**config.mk**
```make
export PLATFORM = sky130hd
export DESIGN_NAME = can_tx_scheduler
export DESIGN_NICKNAME = d
export VERILOG_FILES = /design/src/rtl/can_sched_pkg.sv /design/src/rtl/can_prio_sel.sv /design/src/rtl/can_tx_scheduler.sv
export SDC_FILE = /design/constraint.sdc
export NUM_CORES = 1
export LEC_CHECK = 0
export CAP_MARGIN = 20
export CORE_MARGIN = 2
export CORE_UTILIZATION = 30
export DETAILED_ROUTE_END_ITERATION = 10
export PLACE_DENSITY = 0.43
export SLEW_MARGIN = 20
export SYNTH_ARGS = -nofsm -noshare
export SYNTH_HDL_FRONTEND = slang
export SYNTH_SLANG_ARGS = --single-unit
export TNS_END_PERCENT = 10
```
**constraint.sdc**
```tcl
create_clock -name clk -period 18.6 [get_ports clk]
set_input_delay 3.72 -clock clk [delete_from_list [all_inputs] [get_ports clk]]
set_output_delay 3.72 -clock clk [all_outputs]
set_load 0.05 [all_outputs]
```
**src/rtl/can_sched_pkg.sv**
```systemverilog
// Shared definitions for the CAN transmit mailbox scheduler.
// Contents: FSM state encoding, controller register selects, status bit
//           positions, and the CAN arbitration-key function.
package can_sched_pkg;

  typedef enum logic [3:0] {
    S_IDLE,
    S_SEL,
    S_WID,
    S_WD0,
    S_WD1,
    S_WDLC,
    S_GUARD,
    S_POLL,
    S_EVAL
  } state_t;

  // Controller register selects
  localparam logic [1:0] RS_ID    = 2'd0;
  localparam logic [1:0] RS_DLCF  = 2'd1;
  localparam logic [1:0] RS_DATA0 = 2'd2;
  localparam logic [1:0] RS_DATA1 = 2'd3;

  // Controller status bit positions (read via rs=1)
  localparam int ST_RTS   = 8;
  localparam int ST_LOSTF = 9;
  localparam int ST_BITF  = 10;
  localparam int ST_ACKF  = 11;

  // Maps an ID register to a key whose unsigned order matches bus priority:
  // std frames place the 11-bit id on top and beat an ext frame with the
  // same base id (SRR/IDE recessive = 2'b11), RTR loses to data.
  function automatic logic [31:0] arb_key(input logic [31:0] id_reg);
    if (id_reg[31]) arb_key = {id_reg[28:18], 2'b11, id_reg[17:0], id_reg[30]};
    else            arb_key = {id_reg[10:0], id_reg[30], 20'h0};
  endfunction

endpackage

```
**src/rtl/can_prio_sel.sv**
```systemverilog
// Combinational minimum-key finder over a mailbox mask.
// Latency: purely combinational, no state.
// Ports: mask/keys in, valid (any bit set) and idx (lowest key, ties to lower index) out.
module can_prio_sel #(
  parameter int NMB = 4
) (
  input  logic [NMB-1:0]         mask,
  input  logic [NMB-1:0][31:0]   keys,
  output logic                   valid,
  output logic [$clog2(NMB)-1:0] idx
);

  localparam int IW = $clog2(NMB);

  logic [31:0] best;

  // Strict less-than while scanning upward keeps the lower index on ties.
  always_comb begin
    valid = 1'b0;
    idx   = '0;
    best  = '1;
    for (int i = 0; i < NMB; i++) begin
      if (mask[i] && (!valid || keys[i] < best)) begin
        valid = 1'b1;
        idx   = IW'(i);
        best  = keys[i];
      end
    end
  end

endmodule

```
**src/rtl/can_tx_scheduler.sv**
```systemverilog
// Shares one CAN transmitter between NMB mailboxes: arbitrates by CAN priority,
// writes ID/DATA0/DATA1/DLC+strobe, polls rts, then retires/re-queues/fails.
// Latency: load at cycle 0 -> SEL 1, register writes 2..5, guard 6, first poll 7.
// Ports: mb_* software side (load/abort in, pending/done/fail/busy/irq out),
//        can_* register master port toward the controller (can_q = read data).
module can_tx_scheduler
  import can_sched_pkg::*;
#(
  parameter int NMB      = 4,
  parameter int MAXRETRY = 7
) (
  input  logic                   clk,
  input  logic                   rst_n,
  input  logic                   mb_load,
  input  logic [$clog2(NMB)-1:0] mb_sel,
  input  logic [31:0]            mb_id,
  input  logic [3:0]             mb_dlc,
  input  logic [31:0]            mb_data0,
  input  logic [31:0]            mb_data1,
  input  logic [NMB-1:0]         mb_abort,
  output logic [NMB-1:0]         mb_pending,
  output logic [NMB-1:0]         mb_done,
  output logic [NMB-1:0]         mb_fail,
  output logic                   busy,
  output logic                   irq_done,
  output logic                   can_cs,
  output logic [1:0]             can_rs,
  output logic [3:0]             can_bytesel,
  output logic [31:0]            can_d,
  input  logic [31:0]            can_q
);

  localparam int IW = $clog2(NMB);

  state_t          state;
  logic [IW-1:0]   cur;
  logic            abort_lat;
  logic            lost_q, bit_q, ack_q;

  logic [31:0]     id_r  [NMB];
  logic [31:0]     d0_r  [NMB];
  logic [31:0]     d1_r  [NMB];
  logic [3:0]      dlc_r [NMB];
  logic [3:0]      retry_cnt [NMB];

  logic [NMB-1:0]  pending_q, done_q, fail_q;

  logic [NMB-1:0]  inflight, load_vec, abort_idle;
  logic [NMB-1:0]  pend_n, done_n, fail_n;
  logic [NMB-1:0][31:0] keys_n;
  logic            sel_valid;
  logic [IW-1:0]   sel_idx;
  logic            eval_ok, eval_fail, eval_retry;

  // Only rts/lostf/bitf/ackf of the status word matter here.
  logic unused_status;
  assign unused_status = ^{can_q[31:12], can_q[7:0]};

  assign mb_pending = pending_q;
  assign mb_done    = done_q;
  assign mb_fail    = fail_q;

  // EVAL outcome for the in-flight mailbox. An abort arriving in the EVAL
  // cycle itself is honoured too, so no abort is ever silently dropped.
  always_comb begin
    eval_ok    = !lost_q && ack_q && !bit_q;
    eval_retry = !lost_q && !eval_ok;
    eval_fail  = !eval_ok &&
                 (abort_lat || mb_abort[cur] ||
                  (eval_retry && (int'(retry_cnt[cur]) + 1 >= MAXRETRY)));
  end

  // Next-state mailbox flags. Arbitration looks at these, so a mailbox
  // loaded during SEL already competes for the slot being chosen.
  always_comb begin
    inflight   = busy ? (NMB'(1) << cur) : '0;
    load_vec   = mb_load ? ((NMB'(1) << mb_sel) & ~inflight) : '0;
    abort_idle = mb_abort & ~inflight & pending_q;
    pend_n     = pending_q & ~abort_idle;
    done_n     = done_q;
    fail_n     = fail_q | abort_idle;
    if (state == S_EVAL) begin
      if (eval_ok) begin
        pend_n[cur] = 1'b0;
        done_n[cur] = 1'b1;
      end else if (eval_fail) begin
        pend_n[cur] = 1'b0;
        fail_n[cur] = 1'b1;
      end
    end
    // Load overrides an abort to the same idle mailbox.
    pend_n = pend_n | load_vec;
    done_n = done_n & ~load_vec;
    fail_n = fail_n & ~load_vec;
    for (int i = 0; i < NMB; i++) begin
      keys_n[i] = arb_key(load_vec[i] ? mb_id : id_r[i]);
    end
  end

  can_prio_sel #(.NMB(NMB)) u_prio (
    .mask  (pend_n & ~inflight),
    .keys  (keys_n),
    .valid (sel_valid),
    .idx   (sel_idx)
  );

  // Mailbox storage, flags and retry counters
  always_ff @(posedge clk or negedge rst_n) begin
    if (!rst_n) begin
      pending_q <= '0;
      done_q    <= '0;
      fail_q    <= '0;
      irq_done  <= 1'b0;
      for (int i = 0; i < NMB; i++) begin
        id_r[i]      <= '0;
        d0_r[i]      <= '0;
        d1_r[i]      <= '0;
        dlc_r[i]     <= '0;
        retry_cnt[i] <= '0;
      end
    end else begin
      pending_q <= pend_n;
      done_q    <= done_n;
      fail_q    <= fail_n;
      irq_done  <= |((done_n & ~done_q) | (fail_n & ~fail_q));
      if (state == S_EVAL && eval_retry) retry_cnt[cur] <= retry_cnt[cur] + 4'd1;
      for (int i = 0; i < NMB; i++) begin
        if (load_vec[i]) begin
          id_r[i]      <= mb_id;
          d0_r[i]      <= mb_data0;
          d1_r[i]      <= mb_data1;
          dlc_r[i]     <= mb_dlc;
          retry_cnt[i] <= '0;
        end
      end
    end
  end

  // Frame sequencing FSM
  always_ff @(posedge clk or negedge rst_n) begin
    if (!rst_n) begin
      state     <= S_IDLE;
      cur       <= '0;
      busy      <= 1'b0;
      abort_lat <= 1'b0;
      lost_q    <= 1'b0;
      bit_q     <= 1'b0;
      ack_q     <= 1'b0;
    end else begin
      if (busy && mb_abort[cur]) abort_lat <= 1'b1;
      case (state)
        S_IDLE:  if (|pend_n) state <= S_SEL;
        S_SEL: begin
          if (sel_valid) begin
            cur       <= sel_idx;
            busy      <= 1'b1;
            abort_lat <= 1'b0;
            state     <= S_WID;
          end else begin
            state <= S_IDLE;
          end
        end
        S_WID:   state <= S_WD0;
        S_WD0:   state <= S_WD1;
        S_WD1:   state <= S_WDLC;
        S_WDLC:  state <= S_GUARD;
        // rts is registered inside the controller; skip one cycle before polling.
        S_GUARD: state <= S_POLL;
        S_POLL: begin
          if (!can_q[ST_RTS]) begin
            lost_q <= can_q[ST_LOSTF];
            bit_q  <= can_q[ST_BITF];
            ack_q  <= can_q[ST_ACKF];
            state  <= S_EVAL;
          end
        end
        S_EVAL: begin
          busy  <= 1'b0;
          state <= S_IDLE;
        end
        default: state <= S_IDLE;
      endcase
    end
  end

  // Register port decoded from state/cur only. Polling uses rs=1 because a
  // read of rs=0 with no lanes would clear the receiver flags.
  always_comb begin
    can_cs      = 1'b0;
    can_rs      = RS_ID;
    can_bytesel = 4'b0000;
    can_d       = '0;
    case (state)
      S_WID:  begin can_cs = 1'b1; can_rs = RS_ID;    can_bytesel = 4'b1111; can_d = id_r[cur]; end
      S_WD0:  begin can_cs = 1'b1; can_rs = RS_DATA0; can_bytesel = 4'b1111; can_d = d0_r[cur]; end
      S_WD1:  begin can_cs = 1'b1; can_rs = RS_DATA1; can_bytesel = 4'b1111; can_d = d1_r[cur]; end
      S_WDLC: begin
        can_cs      = 1'b1;
        can_rs      = RS_DLCF;
        can_bytesel = 4'b0011;
        can_d       = {23'b0, 1'b1, 4'b0, dlc_r[cur]};
      end
      S_POLL: begin can_cs = 1'b1; can_rs = RS_DLCF; can_bytesel = 4'b0000; end
      default: ;
    endcase
  end

endmodule

```
After elaboration in Yosys (flattened, before gate mapping)
Index checks and enable logic that the tools add are counted.

Multiplexer cells: 68. Reduce and logical (&&, ||, !) cells: 38. Add/sub/neg operators: 2. Shift-type cells: 2. Magnitude comparators: 8. Equal/unequal tests: 11. Bitwise gates (word level): 23.

Operators with widths (count): $mux 32 (17); $bmux 32 s2 (3); $pmux 32 s4 (1); $lt 32x32->1 (3); $mux 4 (21); $and 4x4->4 (10); $pmux 4 s8 (1); $not 4->4 (6); $or 4x4->4 (5); $bmux 4 s2 (2); $bwmux 16 (1); $eq 4x3->1 const B (4); $mux 16 (1); $logic_and 1x1->1 (12); $mux 1 (12); $reduce_bool 2->1 (5); $demux 4 s2 (1); $eq 4x2->1 const B (2); $pmux 4 s2 (1); $reduce_and 2->1 (4); $reduce_or 4->1 (2); $shl 1x2->4 const A (2); $logic_not 1->1 (6); $mux 2 (3); 21 further kinds (27).

Word-level logic and storage cells: 187. Register bits after elaboration: 440. Output and inout bits: 53. Input port bits: 141.

Longest topological paths before layout
Gate-level depths: netlist of run 1.

Depth after elaboration: 29. Gate-level depth with buffers: 49. Gate-level depth less buffers: 43.

Hierarchy
From an unflattened synthesis of run 1, not the netlist that was laid out.

Cells, all modules: 2524. Area, all modules: 24232.0 sq um.

Modules (own cells, without submodules): can_tx_scheduler (times used 1, cells each 2096, area an instance 21116.5 sq um, seq. area each 11010.6 sq um); can_prio_sel (times used 1, cells each 428, area an instance 3115.5 sq um, seq. area each 0.0 sq um).

Worst setup path after synthesis of run 1
No wires, ideal clock.

Path type: input to register. Start: input port mb_load. End: register cur[1]. Library setup time: 0.077 ns. Required time: 18.523 ns. Buffers on the path: 7. Arrival: 11.611 ns. Stages on the path: 43. Path slack: 6.911 ns. Path through: nor2b_1 -> and3_1 -> buf_2 -> buf_1 -> clkbuf_1 -> buf_2 -> mux2i_1 -> a21oi_1 -> ha_1 -> a21o_1 -> a21o_1 -> a221oi_1 -> inv_1 -> o31ai_1 -> o211ai_2 -> a21o_1 -> buf_4 -> clkbuf_1 -> [7 not listed] -> or3_1 -> a21o_1 -> a22oi_1 -> nor2_1 -> a31oi_4 -> buf_8 -> mux2_4 -> ha_1 -> a21o_1 -> a21o_1 -> a221o_1 -> nand2_1 -> o2111ai_1 -> a211oi_1 -> o21ai_0 -> a21oi_1 -> a211oi_1 -> a21oi_1.

Cells in the longest elaborated chain, start to end: 17. Elaborated cells on any way between the ends: 33. Those cells by class: order compare: 3; mux: 18; bitwise: 2; reduce/logical: 10.

Ends and longest elaborated chain: start, declared (RTL line can_tx_scheduler.sv:14) `input logic mb_load,`; $mux 4 (*) (RTL line can_tx_scheduler.sv:77) `load_vec = mb_load ? ((NMB'(1) << mb_sel) & ~inflight) : '0;`; $mux 32 or $or 4x4->4 (tied branches) (RTL line can_tx_scheduler.sv:96, can_tx_scheduler.sv:92); $mux 32 or $and 4x4->4 (tied branches) (RTL line can_sched_pkg.sv:34, can_tx_scheduler.sv:101); $mux 32 or $mux 1 (tied branches) (RTL line can_prio_sel.sv:23) `if (mask[i] && (!valid || keys[i] < best)) begin`; $lt 32x32->1 or $logic_not 1->1 (tied branches) (RTL line can_prio_sel.sv:23); $logic_or 1x1->1 (RTL line can_prio_sel.sv:23); $logic_and 1x1->1 (RTL line can_prio_sel.sv:23); $mux 32 or $mux 1 (tied branches) (RTL line can_prio_sel.sv:23); $lt 32x32->1 or $logic_not 1->1 (tied branches) (RTL line can_prio_sel.sv:23); $logic_or 1x1->1 (RTL line can_prio_sel.sv:23); $logic_and 1x1->1 (RTL line can_prio_sel.sv:23); $mux 32 or $mux 1 (tied branches) (RTL line can_prio_sel.sv:23); $lt 32x32->1 or $logic_not 1->1 (tied branches) (RTL line can_prio_sel.sv:23); $logic_or 1x1->1 (RTL line can_prio_sel.sv:23); $logic_and 1x1->1 (RTL line can_prio_sel.sv:23); $mux 1 (RTL line can_prio_sel.sv:23); $reduce_and 2->1 (no source line); end signal, assigned (RTL line can_tx_scheduler.sv:155) `cur <= sel_idx;`; end, declared (RTL line can_tx_scheduler.sv:36) `logic [IW-1:0] cur;`.

Every way passes the cells marked *; elsewhere a longest branch is shown, timed or not. A chain may end at the register's enable or synchronous reset.

Worst setup path after layout of run 1
Ends and elaborated chain as after synthesis.

==> results of run 1 <==
routing by layer:
layer  wire [um]  vias up  global-route usage, %
li1            -     8313                      -
met1       37200     9286                   27.1
met2       40600      364                   34.3
met3        3740      120                   2.77
met4        2210        4                   6.24
met5          24        -                      0
area by class of cell:
| type | instances | area (sq um) |
|---|---|---|
| antenna | 6 | 15.0 |
| clock buffer | 72 | 1500 |
| clock inverter | 29 | 355 |
| fill | 7960 | 51400 |
| inverter | 118 | 443 |
| multi-input combinational | 1641 | 12300 |
| sequential | 440 | 11000 |
| tap | 1060 | 1330 |
| timing repair buffer | 197 | 1930 |
state kept, by name, summed over array words and instances, names as in the netlist:
| register | count |
|---|---|
| mb_fail | 4 |
| cur | 2 |
| irq_done | 1 |
| state | 4 |
| d0_r | 128 |
| mb_pending | 4 |
| dlc_r | 16 |
| retry_cnt | 16 |
| lost_q | 1 |
| busy | 1 |
| abort_lat | 1 |
| d1_r | 128 |
| bit_q | 1 |
| id_r | 128 |
| mb_done | 4 |
| ack_q | 1 |
layout by cell type, fill, tap and decap left out, drive strengths merged, types with 19 or more instances in the layout:
cell           synthesis  layout
inv                  118     118
clkinv                 0      19
nor2                 115     115
ha                    94      94
mux2i                 92      92
mux2                 201     201
buf                   61      33
clkdlybuf4s50          0     164
dfrtp                440     440
a22oi                 35      35
clkbuf                75      72
a21o                  35      35
nor2b                 20      20
nand2                634     634
a21oi                 72      72
a211oi                28      28
mux4                 105     105
o21ai                 50      50
power breakdown:
| part | internal (mW) | switching [mW] | total, mW |
|---|---|---|---|
| clock | 0.652 | 0.446 | 1.10 |
| combinational | 1.06 | 1.45 | 2.51 |
| sequential | 1.35 | 0.266 | 1.62 |
worst max-delay path, delay by kind of cell:
kind / cells / cell delay [ns]
AND/OR/NAND/NOR: 9 / 2.13
AO/OA/AOI/OAI: 21 / 4.74
multiplexers: 2 / 0.76
adder cells (fa/ha/maj): 3 / 0.92
buffers and inverters: 6 / 2.10
cells by family after synthesis:
group                      after synthesis  share of synthesized area (%)
adders and majority gates               94                           4.84
and+or+nand+nor                        870                           14.7
AOI/OAI and AO/OA                      277                           7.65
buffers and inverters                  254                           4.25
muxes                                  398                           23.1
xor gates and xnor gates                 2                          0.103
DFF                                    440                           45.3
path summary, 6_finish.rpt:
check,start,end,depth (start not counted)
setup / recovery,mb_load,cur[1]$_DFFE_PN0P_,41
hold / removal,d1_r[14]$_DFFE_PN0P_,d1_r[14]$_DFFE_PN0P_,2
setup reg to reg,cur[0]$_DFFE_PN0P_,cur[1]$_DFFE_PN0P_,43
hold reg to reg,d1_r[14]$_DFFE_PN0P_,d1_r[14]$_DFFE_PN0P_,2
max in group asynchronous,rst_n,id_r[53]$_DFF_PN0_,3
min in group asynchronous,rst_n,d0_r[105]$_DFFE_PN0P_,1
per-stage QoR:
step | total power [mW] | utilization (%) | hold WS [ns] | instance area, sq um
floorplan | 3.29 | - | 0.440 | 24300
global placement | 4.12 | 33.7 | 0.452 | 27000
detailed placement | 4.16 | 33.7 | 0.458 | 27000
CTS | 5.29 | 36.0 | 0.473 | 28900
global route | 5.58 | 36.0 | 0.500 | 28900
finish | 5.23 | 36.0 | 0.472 | 28900
==> load_flow_metrics.sql, run 1 <==
INSERT INTO impl_metrics (metric_group, metric, value, unit) VALUES
('run_status', 'status', 'completed', ''),
('detailed_routing', 'vias_per_cell', '5.08', ''),
('floorplanning', 'die_area', '0.0833', 'sq mm'),
('critical_path', 'crit_slowest_cell', 'sky130_fd_sc_hd__and3_4', ''),
('cts', 'number_of_buffers_added_for_setup_after_cts', '0', ''),
('floorplanning', 'rows', '104', ''),
('sta', 'timing.final.max_slew_violations', '0', ''),
('detailed_routing', 'dr_total_vias', '18100', ''),
('placement', 'dp_hpwl', '55.7', 'mm'),
('critical_path', 'worstPathArrival', '14.54', 'ns'),
('detailed_routing', 'drtPass1Iterations', '6', ''),
('critical_path', 'worst_setup_path_end_kind', 'register', ''),
('synth', 'synth_fp_nets', '2570', ''),
('detailed_routing', 'initialDrtViolationCount', '1189', ''),
('cts', 'cts_inserted_buffers', '54', ''),
('cts', 'cts-resized-gates', '0', ''),
('synth', 'synth-async-reset-ratio', '100', '%'),
('synth', 'seq_area_frac_synth', '45.3', '%'),
('cts', 'cts_htree_levels', '2', ''),
('floorplanning', 'ios', '194', ''),
('grt', 'wire_length_of_the_first_global_routing_pass', '126', 'mm'),
('synth', 'synth_flop_cell', 'sky130_fd_sc_hd__dfrtp_1', ''),
('synth', 'yosysMostFrequentCell', 'sky130_fd_sc_hd__nand2_1', ''),
('cts', 'tritoncts', 'done', ''),
('placement', 'number_of_buffers_inserted_by_port_buffering', '165', ''),
('synth', 'mappedNetlistArea', '0.0243', 'sq mm'),
('detailed_routing', 'detail_route.wl_per_cell', '23.5', 'um'),
('cts', 'holdBufCountCts', '0', ''),
('run', 'drv_cap', '0', ''),
('power_and_ir_drop', 'max-vdd-ir-drop', '0.0801', 'mV'),
('sta', 'final.setup.tns', '0', 'ns'),
('sta', 'finalCriticalPeriod', '14.07', 'ns'),
('sta', 'final.setup.worst_slack', '4.53', 'ns'),
('sta', 'skew', '0.0274', 'ns'),
('sta', 'crit_share_post_route', '75.6', '%'),
('critical_path', 'crit_required', '19.07', 'ns'),
('power_and_ir_drop', 'power_density', '181', 'mW/mm^2'),
('critical_path', 'worst_setup_slack_for_register_to_register_paths', '6.46', 'ns'),
('synth', 'synthesis.yosys.warnings', '0', ''),
('detailed_routing', 'route.final.wire_length', '83.8', 'mm'),
('synth', 'synth_top_cells_by_count', 'sky130_fd_sc_hd__nand2_1 (634), sky130_fd_sc_hd__dfrtp_1 (440), sky130_fd_sc_hd__mux2_2 (183)', ''),
('cts', 'cts.clk_slew.worst_paths', '0.06', 'ns'),
('floorplanning', 'die-width', '289', 'um'),
('synth', 'synthTopCellsByArea', 'sky130_fd_sc_hd__dfrtp_1 (45%), sky130_fd_sc_hd__nand2_1 (9.8%), sky130_fd_sc_hd__mux4_2 (9.7%)', ''),
('placement', 'numPlacedInstances', '3456', ''),
('critical_path', 'path_common_cell', 'sky130_fd_sc_hd__a21o_1', ''),
('finish', 'instances_no_fill', '3563', ''),
('sta', 'max_freq', '71.1', 'MHz'),
('sta', 'relSlewSlack', '31.2', '%'),
('sta', 'setup_viol_count_final', '0', ''),
('finish', 'post_route_cells_drive_above_1_share', '18.7', '%'),
('grt', 'gr-usage-all-layers', '20.4', '%'),
('finish', 'areaGrowthSynthToFinish', '19.0', '%'),
('worst_hold_path', 'holdCritPathClass', 'register to register', ''),
('grt', 'grt_pass1_vias', '19500', ''),
('placement', 'globalplace.congestion', '0.852', ''),
('sta', 'final_hold_violation_count', '0', ''),
('synth', 'synthesis_stage_register_bit_count', '440', ''),
('detailed_routing', 'drtAntennaViolNets', '0', ''),
('cts', 'sinks_on_clock_net', '440', ''),
('placement', 'dp_slack', '3.93', 'ns'),
('synth', 'synth_cells', '2335', ''),
('critical_path', 'critical_path.max_fanout', '92', ''),
('synth', 'synth_largest_type_area_fraction', '45.3', '%'),
('floorplanning', 'initial_core_util', '30.3', '%'),
('detailed_routing', 'drc', '0', ''),
('grt', 'pin_count_of_the_biggest_net_entering_global_routing', '104', ''),
('critical_path', 'cp_slowest_stage_delay', '0.61', 'ns'),
('floorplanning', 'core_area', '0.0803', 'sq mm'),
('synth', 'syn_avg_cell_area', '10.4', 'sq um'),
('sta', 'rsz0062_at_grt', 'no', '');
Note: power is estimated with default switching activity, not from simulation.
==> run 2, diff against run 1 <==
--- a/config.mk
+++ b/config.mk
@@ -9,7 +9,7 @@
 export CORE_MARGIN = 2
 export CORE_UTILIZATION = 30
 export DETAILED_ROUTE_END_ITERATION = 10
-export PLACE_DENSITY = 0.43
+export PLACE_DENSITY = 0.44
 export SLEW_MARGIN = 20
 export SYNTH_ARGS = -nofsm -noshare
 export SYNTH_HDL_FRONTEND = slang
==> constraint.sdc (replaced) <==
create_clock -name clk -period 12 [get_ports clk]
set_input_delay 2.4 -clock clk [delete_from_list [all_inputs] [get_ports clk]]
set_output_delay 2.4 -clock clk [all_outputs]
set_load 0.05 [all_outputs]
==> run 2 against run 1 <==
  * Global-route usage decreased by 0.088 points
  * Total power rose by 57%
  * Sequential cell count unchanged
  * Highest routed layer unchanged
  * Clock skew fell by 0.0055 ns
  * Clock power rose by 42%
  * Cell area rose by 1.5%
  * Non-clock buffer count grew 70
  * Final cell count up 1.8%
  * Core utilization increased by 0.55 points
==> load_flow_metrics.sql, run 2 (same netlist as run 1, synthesis figures left out) <==
INSERT INTO impl_metrics (metric_group, metric, value, unit) VALUES
('floorplanning', 'die_area', '0.0833', 'sq mm'),
('critical_path', 'cp_top_family', 'compound AO/OA/AOI/OAI gates', ''),
('critical_path', 'worst-r2r-cell-count', '43', ''),
('finish', 'utilization', '36.6', '%'),
('critical_path', 'worstPathArrival', '11.78', 'ns'),
('placement', 'placed_area', '0.0276', 'sq mm'),
('worst_hold_path', 'min_from', 'd1_r[1]$_DFFE_PN0P_', ''),
('finish', 'areaGrowthSynthToFinish', '20.8', '%'),
('detailed_routing', 'initialDrtViolationCount', '1178', ''),
('sta', 'finalCriticalPeriod', '11.30', 'ns'),
('power_and_ir_drop', 'pwr-share-seq', '30.1', '%'),
('finish', 'mostFrequentLayoutCell', 'sky130_fd_sc_hd__nand2_1', ''),
('floorplanning', 'rows', '104', ''),
('finish', 'post_route_cells_drive_above_1_share', '20.7', '%'),
('placement', 'number_of_buffers_inserted_by_port_buffering', '165', ''),
('critical_path', 'timing.setup.critical_path_class', 'input pin to register', ''),
('cts', 'cts.clk_slew.worst_paths', '0.06', 'ns'),
('finish', 'fillers', '7902', ''),
('placement', 'numPlacedInstances', '3525', ''),
('floorplanning', 'ios', '194', ''),
('critical_path', 'worst_setup_slack_for_register_to_register_paths', '1.46', 'ns'),
('critical_path', 'worst_setup_path_end_kind', 'register', ''),
('grt', 'wire_length_of_the_first_global_routing_pass', '126', 'mm'),
('detailed_routing', 'detail_route.wl_per_cell', '23.2', 'um'),
('finish', 'instances_no_fill', '3626', ''),
('sta', 'crit_share_post_route', '94.1', '%'),
('power_and_ir_drop', 'internal_power', '4.80', 'mW'),
('sta', 'setup_viol_count_final', '0', ''),
('floorplanning', 'die-width', '289', 'um'),
('detailed_routing', 'drc', '0', ''),
('sta', 'worst_slew_pin_tran', '0.987', 'ns'),
('cts', 'cts_htree_levels', '2', ''),
('finish', 'most-common-layout-cells', 'sky130_fd_sc_hd__nand2_1 (634), sky130_fd_sc_hd__dfrtp_1 (438), sky130_fd_sc_hd__mux2_2 (183)', ''),
('grt', 'gr-usage-all-layers', '20.3', '%'),
('power_and_ir_drop', 'pwr-share-comb', '50.9', '%'),
('critical_path', 'crit_slowest_cell', 'sky130_fd_sc_hd__mux2i_4', ''),
('run', 'drv_cap', '0', ''),
('cts', 'cts-resized-gates', '0', ''),
('grt', 'overflow', '0', ''),
('placement', 'globalplace.congestion', '0.832', ''),
('worst_hold_path', 'holdPathStages', '2', ''),
('finish', 'largestRegisters', 'd0_r: 128 flops, d1_r: 128 flops, id_r: 128 flops', ''),
('cts', 'cts_root_buf', 'sky130_fd_sc_hd__clkbuf_16', ''),
('run_status', 'status', 'completed', ''),
('sta', 'final_hold_violation_count', '0', ''),
('power_and_ir_drop', 'clkPwrFrac', '19.1', '%'),
('critical_path', 'critical_path.max_fanout', '15', ''),
('power_and_ir_drop', 'netSwitchingPower', '3.40', 'mW'),
('floorplanning', 'core_area', '0.0803', 'sq mm'),
('critical_path', 'crit_required', '12.48', 'ns'),
('cts', 'tritoncts', 'done', ''),
('sta', 'skew', '0.0219', 'ns'),
('worst_hold_path', 'holdCritPathClass', 'register to register', ''),
('grt', 'grt_pass1_vias', '19300', ''),
('power_and_ir_drop', 'power_density', '279', 'mW/mm^2'),
('critical_path', 'setup.worst_path.start_class', 'input pin', ''),
('power_and_ir_drop', 'max-vdd-ir-drop', '0.139', 'mV'),
('cts', 'insertion_delay', '0.63', 'ns'),
('critical_path', 'cp_slowest_stage_delay', '0.78', 'ns'),
('cts', 'number_of_buffers_added_for_setup_after_cts', '0', ''),
('grt', 'antenna_found_initial', '12', ''),
('sta', 'timing.final.max_slew_violations', '0', ''),
('critical_path', 'path_common_cell', 'sky130_fd_sc_hd__buf_4', ''),
('cts', 'cts_inserted_buffers', '53', ''),
('power_and_ir_drop', 'power.leakage', '14.1', 'nW'),
('detailed_routing', 'drtPass1Iterations', '7', ''),
('power_and_ir_drop', 'total_power', '8.20', 'mW'),
('detailed_routing', 'drtAntennaViolNets', '0', ''),
('finish', 'finalNetCount', '2756', ''),
('detailed_routing', 'route.final.wire_length', '84.1', 'mm'),
('sta', 'rsz0062_at_grt', 'no', ''),
('critical_path', 'critPathBufInv', '8', ''),
('grt', 'pin_count_of_the_biggest_net_entering_global_routing', '101', ''),
('critical_path', 'worst_r2r_startpoint', 'cur[0]$_DFFE_PN0P_', ''),
('worst_hold_path', 'hold_path_end', 'd1_r[1]$_DFFE_PN0P_', ''),
('sta', 'final.setup.tns', '0', 'ns'),
('detailed_routing', 'dr_total_vias', '18400', ''),
('power_and_ir_drop', 'switching_part_of_the_total', '41.4', '%'),
('critical_path', 'r2r_end', 'cur[1]$_DFFE_PN0P_', ''),
('placement', 'dp_hpwl', '56.9', 'mm'),
('floorplanning', 'height_of_the_die', '289', 'um'),
('sta', 'max_freq', '88.5', 'MHz'),
('floorplanning', 'initial_core_util', '30.3', '%'),
('detailed_routing', 'vias_per_cell', '5.08', ''),
('sta', 'relSlewSlack', '34.2', '%'),
('cts', 'sinks_on_clock_net', '440', ''),
('cts', 'cts.path.max_buffers', '3', ''),
('cts', 'holdBufCountCts', '0', ''),
('finish', 'final_cell_area', '0.0293', 'sq mm');
[run 2: cell count changes in the layout (fill, tap and decap cells not counted), moves of 2 or more]
cell                         before  now
sky130_fd_sc_hd__clkinv_4         0    2
sky130_fd_sc_hd__bufinv_16        6    0
sky130_fd_sc_hd__buf_4           29   92
sky130_fd_sc_hd__clkinv_2        17    9
sky130_fd_sc_hd__buf_12           2    9
sky130_fd_sc_hd__clkbuf_8         6   12
sky130_fd_sc_hd__diode_2          6    4
sky130_fd_sc_hd__clkbuf_16       55   53
sky130_fd_sc_hd__clkbuf_1        11   15
sky130_fd_sc_hd__clkinvlp_4       4    2
[run 2: how the worst max path moves through the flow]
stage,startpoint,endpoint,slack (ns),cells after the start
detailed placement,mb_load,cur[1]$_DFFE_PN0P_,0.13,40
finish,mb_load,cur[1]$_DFFE_PN0P_,0.70,40
global placement,mb_load,cur[1]$_DFFE_PN0P_,0.24,40
floorplan,mb_load,cur[1]$_DFFE_PN0P_,1.63,43
global route,mb_load,cur[1]$_DFFE_PN0P_,0.13,40
CTS,mb_load,cur[1]$_DFFE_PN0P_,0.74,40
[run 2: worst reg2reg max path, delay by kind of cell, from the launching register on]
family,cells,cell delay [ns]
buffers and inverters,10,1.88
XOR/XNOR,1,0.33
multiplexers,3,1.15
adder cells (fa/ha/maj),3,0.86
AO/OA/AOI/OAI,20,4.30
flip-flops,1,0.73
AND/OR/NAND/NOR,6,1.15
[run 2: per-stage QoR]
stage / setup WS (ns) / hold slack (ns)
4_1_cts: 0.739 / 0.472
2_1_floorplan: 1.63 / 0.440
5_1_grt: 0.135 / 0.490
3_3_place_gp: 0.239 / 0.452
3_5_place_dp: 0.129 / 0.460
6_report: 0.704 / 0.465
[run 2: power by group through the flow]
| stage | clock (mW) | combinational [mW] | sequential [mW] |
|---|---|---|---|
| detailed placement | 0 | 4.19 | 2.49 |
| finish | 1.56 | 4.17 | 2.46 |
| CTS | 1.61 | 4.21 | 2.46 |
| global route | 1.66 | 4.54 | 2.54 |
| global placement | 0 | 4.16 | 2.45 |
| floorplan | 0 | 2.72 | 2.38 |
[run 2: layout make-up]
class	instances	area [sq um]	area share (%)
Inverter	118	443	1.51
Antenna cell	4	10.0	0.0341
Sequential cell	440	11000	37.5
Clock inverter	16	146	0.499
Multi-Input combinational cell	1641	12300	42.0
Tap cell	1060	1330	4.52
Clock buffer	80	1550	5.27
Timing Repair Buffer	267	2530	8.63
[run 2: routing by layer]
metal  global-route usage, %  up-vias  routed length [um]
met1                    26.6     9457               37000
met5                       0        -                  50
met4                    5.52        8                1930
met3                    3.59      110                4100
li1                        -     8445                   -
met2                    34.4      402               41000
